--- config.mk ---
export PLATFORM = sky130hd
export DESIGN_NAME = data_samp_urt_rx_param
export DESIGN_NICKNAME = d
export VERILOG_FILES = /design/src/rtl/urt_samp_pkg.sv /design/src/rtl/urt_rx_sync.sv /design/src/rtl/data_samp_urt_rx_param.sv
export SDC_FILE = /design/constraint.sdc
export NUM_CORES = 1
export LEC_CHECK = 0
export ABC_AREA = 1
export CORE_ASPECT_RATIO = 2
export CORE_MARGIN = 2
export CORE_UTILIZATION = 51
export DETAILED_ROUTE_END_ITERATION = 7
export GPL_TIMING_DRIVEN = 0
export PLACE_DENSITY = 0.77
export REMOVE_ABC_BUFFERS = 1
export SKIP_LAST_GASP = 1
export SYNTH_ARGS = -nofsm -noshare
export SYNTH_HDL_FRONTEND = slang
export SYNTH_SLANG_ARGS = --single-unit
export TNS_END_PERCENT = 50
--- constraint.sdc ---
create_clock -name CLK_SAMP -period 1.2 [get_ports CLK_SAMP]
set_input_delay 0.36 -clock CLK_SAMP [delete_from_list [all_inputs] [get_ports CLK_SAMP]]
set_output_delay 0.36 -clock CLK_SAMP [all_outputs]
set_load 0.1 [all_outputs]
--- src/rtl/urt_samp_pkg.sv ---
// Shared constants and helpers for the parametrised UART RX data sampler.
package urt_samp_pkg;

  localparam int   URT_MIN_PRESCALE = 4;
  localparam int   URT_MAX_PRESCALE = 32;
  localparam logic URT_LINE_IDLE    = 1'b1;

  // Majority vote over the lowest n bits of samples (n is 3 or 5).
  function automatic logic urt_majority(input logic [4:0] samples, input int n);
    int ones;
    ones = 0;
    for (int i = 0; i < 5; i++) begin
      if (i < n && samples[i]) ones++;
    end
    return (ones > (n / 2));
  endfunction

  // Prescale must be a power of two in 4..32 and leave room for the whole
  // n-sample window (centre+K) inside one bit period.
  function automatic logic urt_prescale_legal(input logic [31:0] prescale, input int n);
    logic pow2_ok;
    pow2_ok = 1'b0;
    for (int p = URT_MIN_PRESCALE; p <= URT_MAX_PRESCALE; p = p * 2) begin
      if (prescale == 32'(p)) pow2_ok = 1'b1;
    end
    return pow2_ok && (((prescale >> 1) + 32'((n - 1) / 2)) <= (prescale - 32'd1));
  endfunction

endpackage

--- src/rtl/urt_rx_sync.sv ---
// Metastability synchroniser for the asynchronous serial line.
// SYNC_STAGES=0 gives a direct connection; flops reset to the idle level.
module urt_rx_sync
  import urt_samp_pkg::*;
#(
  parameter int SYNC_STAGES = 2
) (
  input  logic clk,
  input  logic rst_n,
  input  logic din,
  output logic dout
);

  if (SYNC_STAGES == 0) begin : g_direct
    assign dout = din;
  end else begin : g_chain
    logic [SYNC_STAGES-1:0] chain_q;

    // Shift the line through the flop chain, idle-high out of reset.
    always_ff @(posedge clk or negedge rst_n) begin
      if (!rst_n) begin
        chain_q <= {SYNC_STAGES{URT_LINE_IDLE}};
      end else begin
        chain_q[0] <= din;
        for (int i = 1; i < SYNC_STAGES; i++) begin
          chain_q[i] <= chain_q[i-1];
        end
      end
    end

    assign dout = chain_q[SYNC_STAGES-1];
  end

endmodule

--- src/rtl/data_samp_urt_rx_param.sv ---
// Parametrised oversampling data sampler for the UART RX path.
// Takes NUM_SAMPLES (3 or 5) samples centred on the bit midpoint for any
// power-of-two prescale 4..32, then issues a majority vote with a one-cycle
// valid strobe and a noise flag.
// Optional macro URT_SAMP_NOISE_CNT_EN adds a saturating noisy-vote counter
// (noise_cnt_SAMP) with a synchronous clear input (noise_clr_SAMP).
module data_samp_urt_rx_param
  import urt_samp_pkg::*;
#(
  parameter int PRESC_W     = 6,
  parameter int NUM_SAMPLES = 3,
  parameter int SYNC_STAGES = 2
) (
  input  logic               CLK_SAMP,
  input  logic               RST_SAMP,
  input  logic [PRESC_W-1:0] Prescale_SAMP,
  input  logic               RX_IN_SAMP,
  input  logic               dat_samp_en_SAMP,
  input  logic [PRESC_W-1:0] edge_cnt_SAMP,
  output logic               sampled_bit_SAMP,
  output logic               sample_valid_SAMP,
  output logic               noise_err_SAMP,
  output logic               prescale_err_SAMP
`ifdef URT_SAMP_NOISE_CNT_EN
  ,
  input  logic               noise_clr_SAMP,
  output logic [7:0]         noise_cnt_SAMP
`endif
);

  localparam int K = (NUM_SAMPLES - 1) / 2;
  localparam logic [NUM_SAMPLES-1:0] LAST_BIT = {1'b1, {(NUM_SAMPLES-1){1'b0}}};
  localparam logic [NUM_SAMPLES-1:0] ALL_ONES = '1;

  if (NUM_SAMPLES != 3 && NUM_SAMPLES != 5) begin : g_bad_samples
    $error("data_samp_urt_rx_param: NUM_SAMPLES must be 3 or 5");
  end
  if (PRESC_W < 6) begin : g_bad_width
    $error("data_samp_urt_rx_param: PRESC_W must be at least 6");
  end

  logic                   rx_sync;
  logic [PRESC_W-1:0]     centre;
  logic [PRESC_W-1:0]     win_start;
  logic [PRESC_W-1:0]     win_end;
  logic [PRESC_W-1:0]     win_idx;
  logic [PRESC_W-1:0]     presc_q;
  logic                   presc_bad;
  logic                   presc_chg;
  logic                   block;
  logic                   in_win;
  logic                   at_last;
  logic                   capture;
  logic                   vote_fire;
  logic                   vote_bit;
  logic                   vote_noisy;
  logic                   pend_q;
  logic [NUM_SAMPLES-1:0] samp_q;
  logic [NUM_SAMPLES-1:0] mask_q;

  urt_rx_sync #(
    .SYNC_STAGES(SYNC_STAGES)
  ) u_sync (
    .clk  (CLK_SAMP),
    .rst_n(RST_SAMP),
    .din  (RX_IN_SAMP),
    .dout (rx_sync)
  );

  assign centre     = Prescale_SAMP >> 1;
  assign win_start  = centre - PRESC_W'(K);
  assign win_end    = centre + PRESC_W'(K);
  assign win_idx    = edge_cnt_SAMP - win_start;
  assign presc_bad  = !urt_prescale_legal(32'(Prescale_SAMP), NUM_SAMPLES);
  assign presc_chg  = (Prescale_SAMP != presc_q);
  assign block      = presc_bad || prescale_err_SAMP;
  assign in_win     = (edge_cnt_SAMP >= win_start) && (edge_cnt_SAMP <= win_end);
  assign at_last    = (edge_cnt_SAMP == win_end);
  assign capture    = dat_samp_en_SAMP && !block && !presc_chg && in_win;
  assign vote_fire  = pend_q && dat_samp_en_SAMP && !block;
  assign vote_bit   = urt_majority(5'(samp_q), NUM_SAMPLES);
  assign vote_noisy = (samp_q != '0) && (samp_q != ALL_ONES);

  // Store the synchronised line into the sample slot matching this edge.
  always_ff @(posedge CLK_SAMP or negedge RST_SAMP) begin
    if (!RST_SAMP) begin
      samp_q <= {NUM_SAMPLES{URT_LINE_IDLE}};
    end else begin
      for (int i = 0; i < NUM_SAMPLES; i++) begin
        if (capture && win_idx == PRESC_W'(i)) samp_q[i] <= rx_sync;
      end
    end
  end

  // Track which slots hold fresh samples; arm a vote only on a full window.
  always_ff @(posedge CLK_SAMP or negedge RST_SAMP) begin
    if (!RST_SAMP) begin
      mask_q  <= '0;
      pend_q  <= 1'b0;
      presc_q <= PRESC_W'(URT_MIN_PRESCALE);
    end else begin
      presc_q <= Prescale_SAMP;
      pend_q  <= 1'b0;
      if (!dat_samp_en_SAMP || block || presc_chg) begin
        mask_q <= '0;
      end else if (at_last) begin
        mask_q <= '0;
        pend_q <= &(mask_q | LAST_BIT);
      end else if (in_win) begin
        for (int i = 0; i < NUM_SAMPLES; i++) begin
          if (win_idx == PRESC_W'(i)) mask_q[i] <= 1'b1;
        end
      end
    end
  end

  // Publish the vote, the strobe, the noise flag and the prescale check.
  always_ff @(posedge CLK_SAMP or negedge RST_SAMP) begin
    if (!RST_SAMP) begin
      sampled_bit_SAMP  <= URT_LINE_IDLE;
      sample_valid_SAMP <= 1'b0;
      noise_err_SAMP    <= 1'b0;
      prescale_err_SAMP <= 1'b0;
    end else begin
      prescale_err_SAMP <= presc_bad;
      sample_valid_SAMP <= vote_fire;
      if (!dat_samp_en_SAMP) begin
        sampled_bit_SAMP <= URT_LINE_IDLE;
        noise_err_SAMP   <= 1'b0;
      end else if (block) begin
        sampled_bit_SAMP <= URT_LINE_IDLE;
      end else if (vote_fire) begin
        sampled_bit_SAMP <= vote_bit;
        noise_err_SAMP   <= vote_noisy;
      end
    end
  end

`ifdef URT_SAMP_NOISE_CNT_EN
  // Count noisy votes, saturating at 255; clear has priority over increment.
  always_ff @(posedge CLK_SAMP or negedge RST_SAMP) begin
    if (!RST_SAMP) begin
      noise_cnt_SAMP <= 8'd0;
    end else if (noise_clr_SAMP) begin
      noise_cnt_SAMP <= 8'd0;
    end else if (vote_fire && vote_noisy && noise_cnt_SAMP != 8'hFF) begin
      noise_cnt_SAMP <= noise_cnt_SAMP + 8'd1;
    end
  end
`endif

endmodule
==> flow_summary_export.csv <==
group,metric,value,unit
global_routing,grt_max_degree,19,
sta,layout_setup_ws,-0.9227,ns
run_status,failed_checks,"setup timing",
sta,worst_pin_slew,0.9458,ns
worst_setup_path,start_kind,"input port",
logic_synthesis,synthTopCellsByArea,"ha_1 18%, dfrtp_1 16%, dfstp_2 11%, nand2_1 9.5%, inv_1 7.5%",
floorplanning,start_util,53.13,%
clock_tree,numCtsBuffers,3,
clock_tree,h-tree-depth,1,
final_layout,areaGrowthSynthToFinish,36.87,%
routing,route.detailed.drc,0,
routing,via_count,1475,
logic_synthesis,yosysTopAreaCellShare,18.44,%
global_routing,grt_pass1_wl,5768,µm
placement,io_buffer_count,19,
floorplanning,die_area,0.003832,mm²
logic_synthesis,syn_area_per_cell,7.855,µm²
pwr,leakage,1.077,nW
global_routing,grt_usage,19.99,%
sta,skew,0.001228,ns
pwr,peakVddDrop,0.0004813,V
sta,max_freq,471.1,MHz
clock_tree,clk_pin_slew_worst_paths,0.07,ns
floorplanning,core,0.003193,mm²
sta,final_hold_viol_count,0,
routing,wl_per_cell,13.43,µm
logic_synthesis,yosysWarningCount,0,
clock_tree,clkSinkCount,18,
worst_setup_path,cp-end-kind,"flop",
clock_tree,clockBufferDepth,2,
routing,via_per_inst,5.287,
logic_synthesis,synth_fa_ha_area_share,19.62,%
worst_setup_path,crit_fanout,6,
final_layout,fin_nets,291,
logic_synthesis,synth_compound_area_share,8.407,%
sta,min_period_over_period,176.9,%
clock_tree,cts_root_buf,"clkbuf_8",
clock_tree,insertion_delay,0.26,ns
sta,fin_crit,2.123,ns
logic_synthesis,synth.distinct_cells,31,
placement,hpwlAfterDp,2697,µm
final_layout,diodes,0,
floorplanning,rows,29,
worst_hold_path,hp-class,"in -> reg",
run_status,status,"finished with violations",
final_layout,fillerInstances,234,
placement,place_area,0.001903,mm²
placement,gp_congestion,0.8175,
worst_setup_path,arrival,2.32,ns
routing,firstDrtPassIters,4,
pwr,powerDensity,808.4,mW/mm²
logic_synthesis,synthSimpleGateAreaFrac,28.32,%
sta,slew_violations,0,
routing,drtIter0Drc,12,
global_routing,grt_antenna_before_repair,0,
logic_synthesis,synth_area,0.001697,mm²
floorplanning,die-height,85.57,µm
routing,drtAntennaViolNets,0,
final_layout,final_cell_mix,"41 x nand2_1, 27 x inv_1, 18 x ha_1, 13 x nor2_1, 12 x buf_4",
sta,grt_setup_unrepaired,"yes",
logic_synthesis,yosysSeqAreaShare,27.06,%
logic_synthesis,synthXorXnorAreaFrac,7.227,%
logic_synthesis,synth_mux_area_share,0,%
floorplanning,ios,20,
final_layout,final_common_cell,"nand2_1",
clock_tree,cts_tree,"built",
floorplanning,fp.dieW,44.79,µm
final_layout,drive_gt1_share,35.89,%
logic_synthesis,synth-seq-cells,18,
routing,totalWireLength,3747,µm
final_layout,postLayoutCoreUtil,72.73,%
logic_synthesis,syn_inst,216,
flow_run,maxCapViolations,0,
global_routing,grt_pass1_vias,1384,
worst_setup_path,crit_required,1.39,ns
sta,finalSetupViolCount,13,
global_routing,overflow,0,
logic_synthesis,synth_top_family_by_area,"simple AND/OR/NAND/NOR gates",
logic_synthesis,synth_largest_area_cell,"ha_1",
final_layout,stdcell_area,0.002322,mm²
worst_setup_path,worstSetupPathType,"in -> reg",
sta,max-slew-margin-rel,37.20,%
## power breakdown
| group | switching (mW) | internal (mW) |
|---|---|---|
| clock | 0.209 | 0.292 |
| combinational | 0.420 | 0.322 |
| sequential | 0.00784 | 0.627 |
| total | 0.636 | 1.24 |
## worst max-delay path: stages
cell and delay (ns):
buf_12 0.11, clkinv_8 0.04, ha_4 0.13, inv_2 0.04, nor2_4 0.16, nor2_1 0.07, a21oi_2 0.15, ha_2 0.34
a21oi_2 0.19, nand3_1 0.11, nand2_1 0.09, nand3_2 0.15, nor2_4 0.15, nand2_1 0.09, a21oi_2 0.13
## final timing paths
| kind | slack [ns] | to | cells after the start | start |
|---|---|---|---|---|
| max | -0.92 | mask_q[0] | 15 | Prescale_SAMP[1] |
| min | 0.23 | presc_q[2] | 1 | Prescale_SAMP[2] |
| max reg2reg | -0.15 | samp_q[1] | 6 | presc_q[2] |
| min reg2reg | 0.36 | u_sync.g_chain.chain_q[1] | 0 | u_sync.g_chain.chain_q[0] |
| max in group asynchronous | 0.14 | presc_q[3] | 1 | RST_SAMP |
| min in group asynchronous | 0.57 | sample_valid_SAMP | 1 | RST_SAMP |
## final cells by class
type / instances / area (µm²) / area share [%]
timing repair buffer: 30 / 294.0 / 12.66
multi-input combinational: 160 / 1314 / 56.57
clock buffer: 4 / 55.05 / 2.371
tap: 31 / 38.79 / 1.670
sequential: 18 / 459.2 / 19.77
inverter: 36 / 161.4 / 6.950
## through the flow
stage	setup TNS (ns)	setup WS (ns)	cells	power [mW]	hold WS (ns)
finish	-9.323	-0.9227	279	1.877	0.2320
detailed placement	-25.54	-2.118	264	1.187	0.3472
global placement	-24.79	-2.073	264	1.175	0.3455
global route	-11.10	-1.064	279	1.987	0.2282
floorplan	-10.56	-1.134	214	1.018	0.06441
CTS	-11.95	-0.9374	273	1.757	0.2238
## logic make-up after synthesis
logic type | after synthesis
AO/OA/AOI/OAI | 23
flip-flops | 18
adder cells (fa/ha/maj) | 26
buffers and inverters | 38
AND/OR/NAND/NOR | 97
XOR/XNOR | 14
## per-layer routing
metal / global-route usage [%] / part of all wire [%] / up-vias
met3: 1.474 / 1.8 / 12
met2: 37.15 / 58 / 25
met5: 0 / 0 / -
li1: - / - / 759
met4: 10.16 / 3.4 / 0
met1: 20.98 / 37 / 679
## synth_stat cells
cell type and n:
o21ai_2 1, xor2_1 9, xnor2_1 5, inv_2 1
nand4_4 2, a31oi_1 1, ha_1 25, inv_1 34
fa_1 1, nand3b_1 1, o21ai_1 2, nor4_1 1
nand4_1 6, nor2_4 2, a21o_1 1, nor2_1 22
buf_6 2, nor2_8 1, nand2_1 43, dfrtp_1 11
a31oi_2 1, clkinv_2 1, o21ai_0 3, a21oi_2 2
dfstp_2 7, nor3_1 1, nand3_1 14, a21oi_1 10
o21bai_1 1, o211ai_1 1, nand2_2 4
## state kept, by name, indices dropped and copies added (netlist names)
register,cells
presc_q,6
samp_q,3
mask_q,2
u_sync.g_chain.chain_q,2
noise_err_SAMP,1
pend_q,1
prescale_err_SAMP,1
sample_valid_SAMP,1
sampled_bit_SAMP,1
## what timing repair did
| action | 4_1_cts | 5_1_grt |
|---|---|---|
| setup buffers | 5 | 6 |
| setup endpoints to repair | 14 | 25 |
| pin swaps | 17 | 18 |
| hold buffers | 0 | 0 |
| resized for setup | 64 | 58 |
Note: power is estimated with default switching activity, not from simulation.
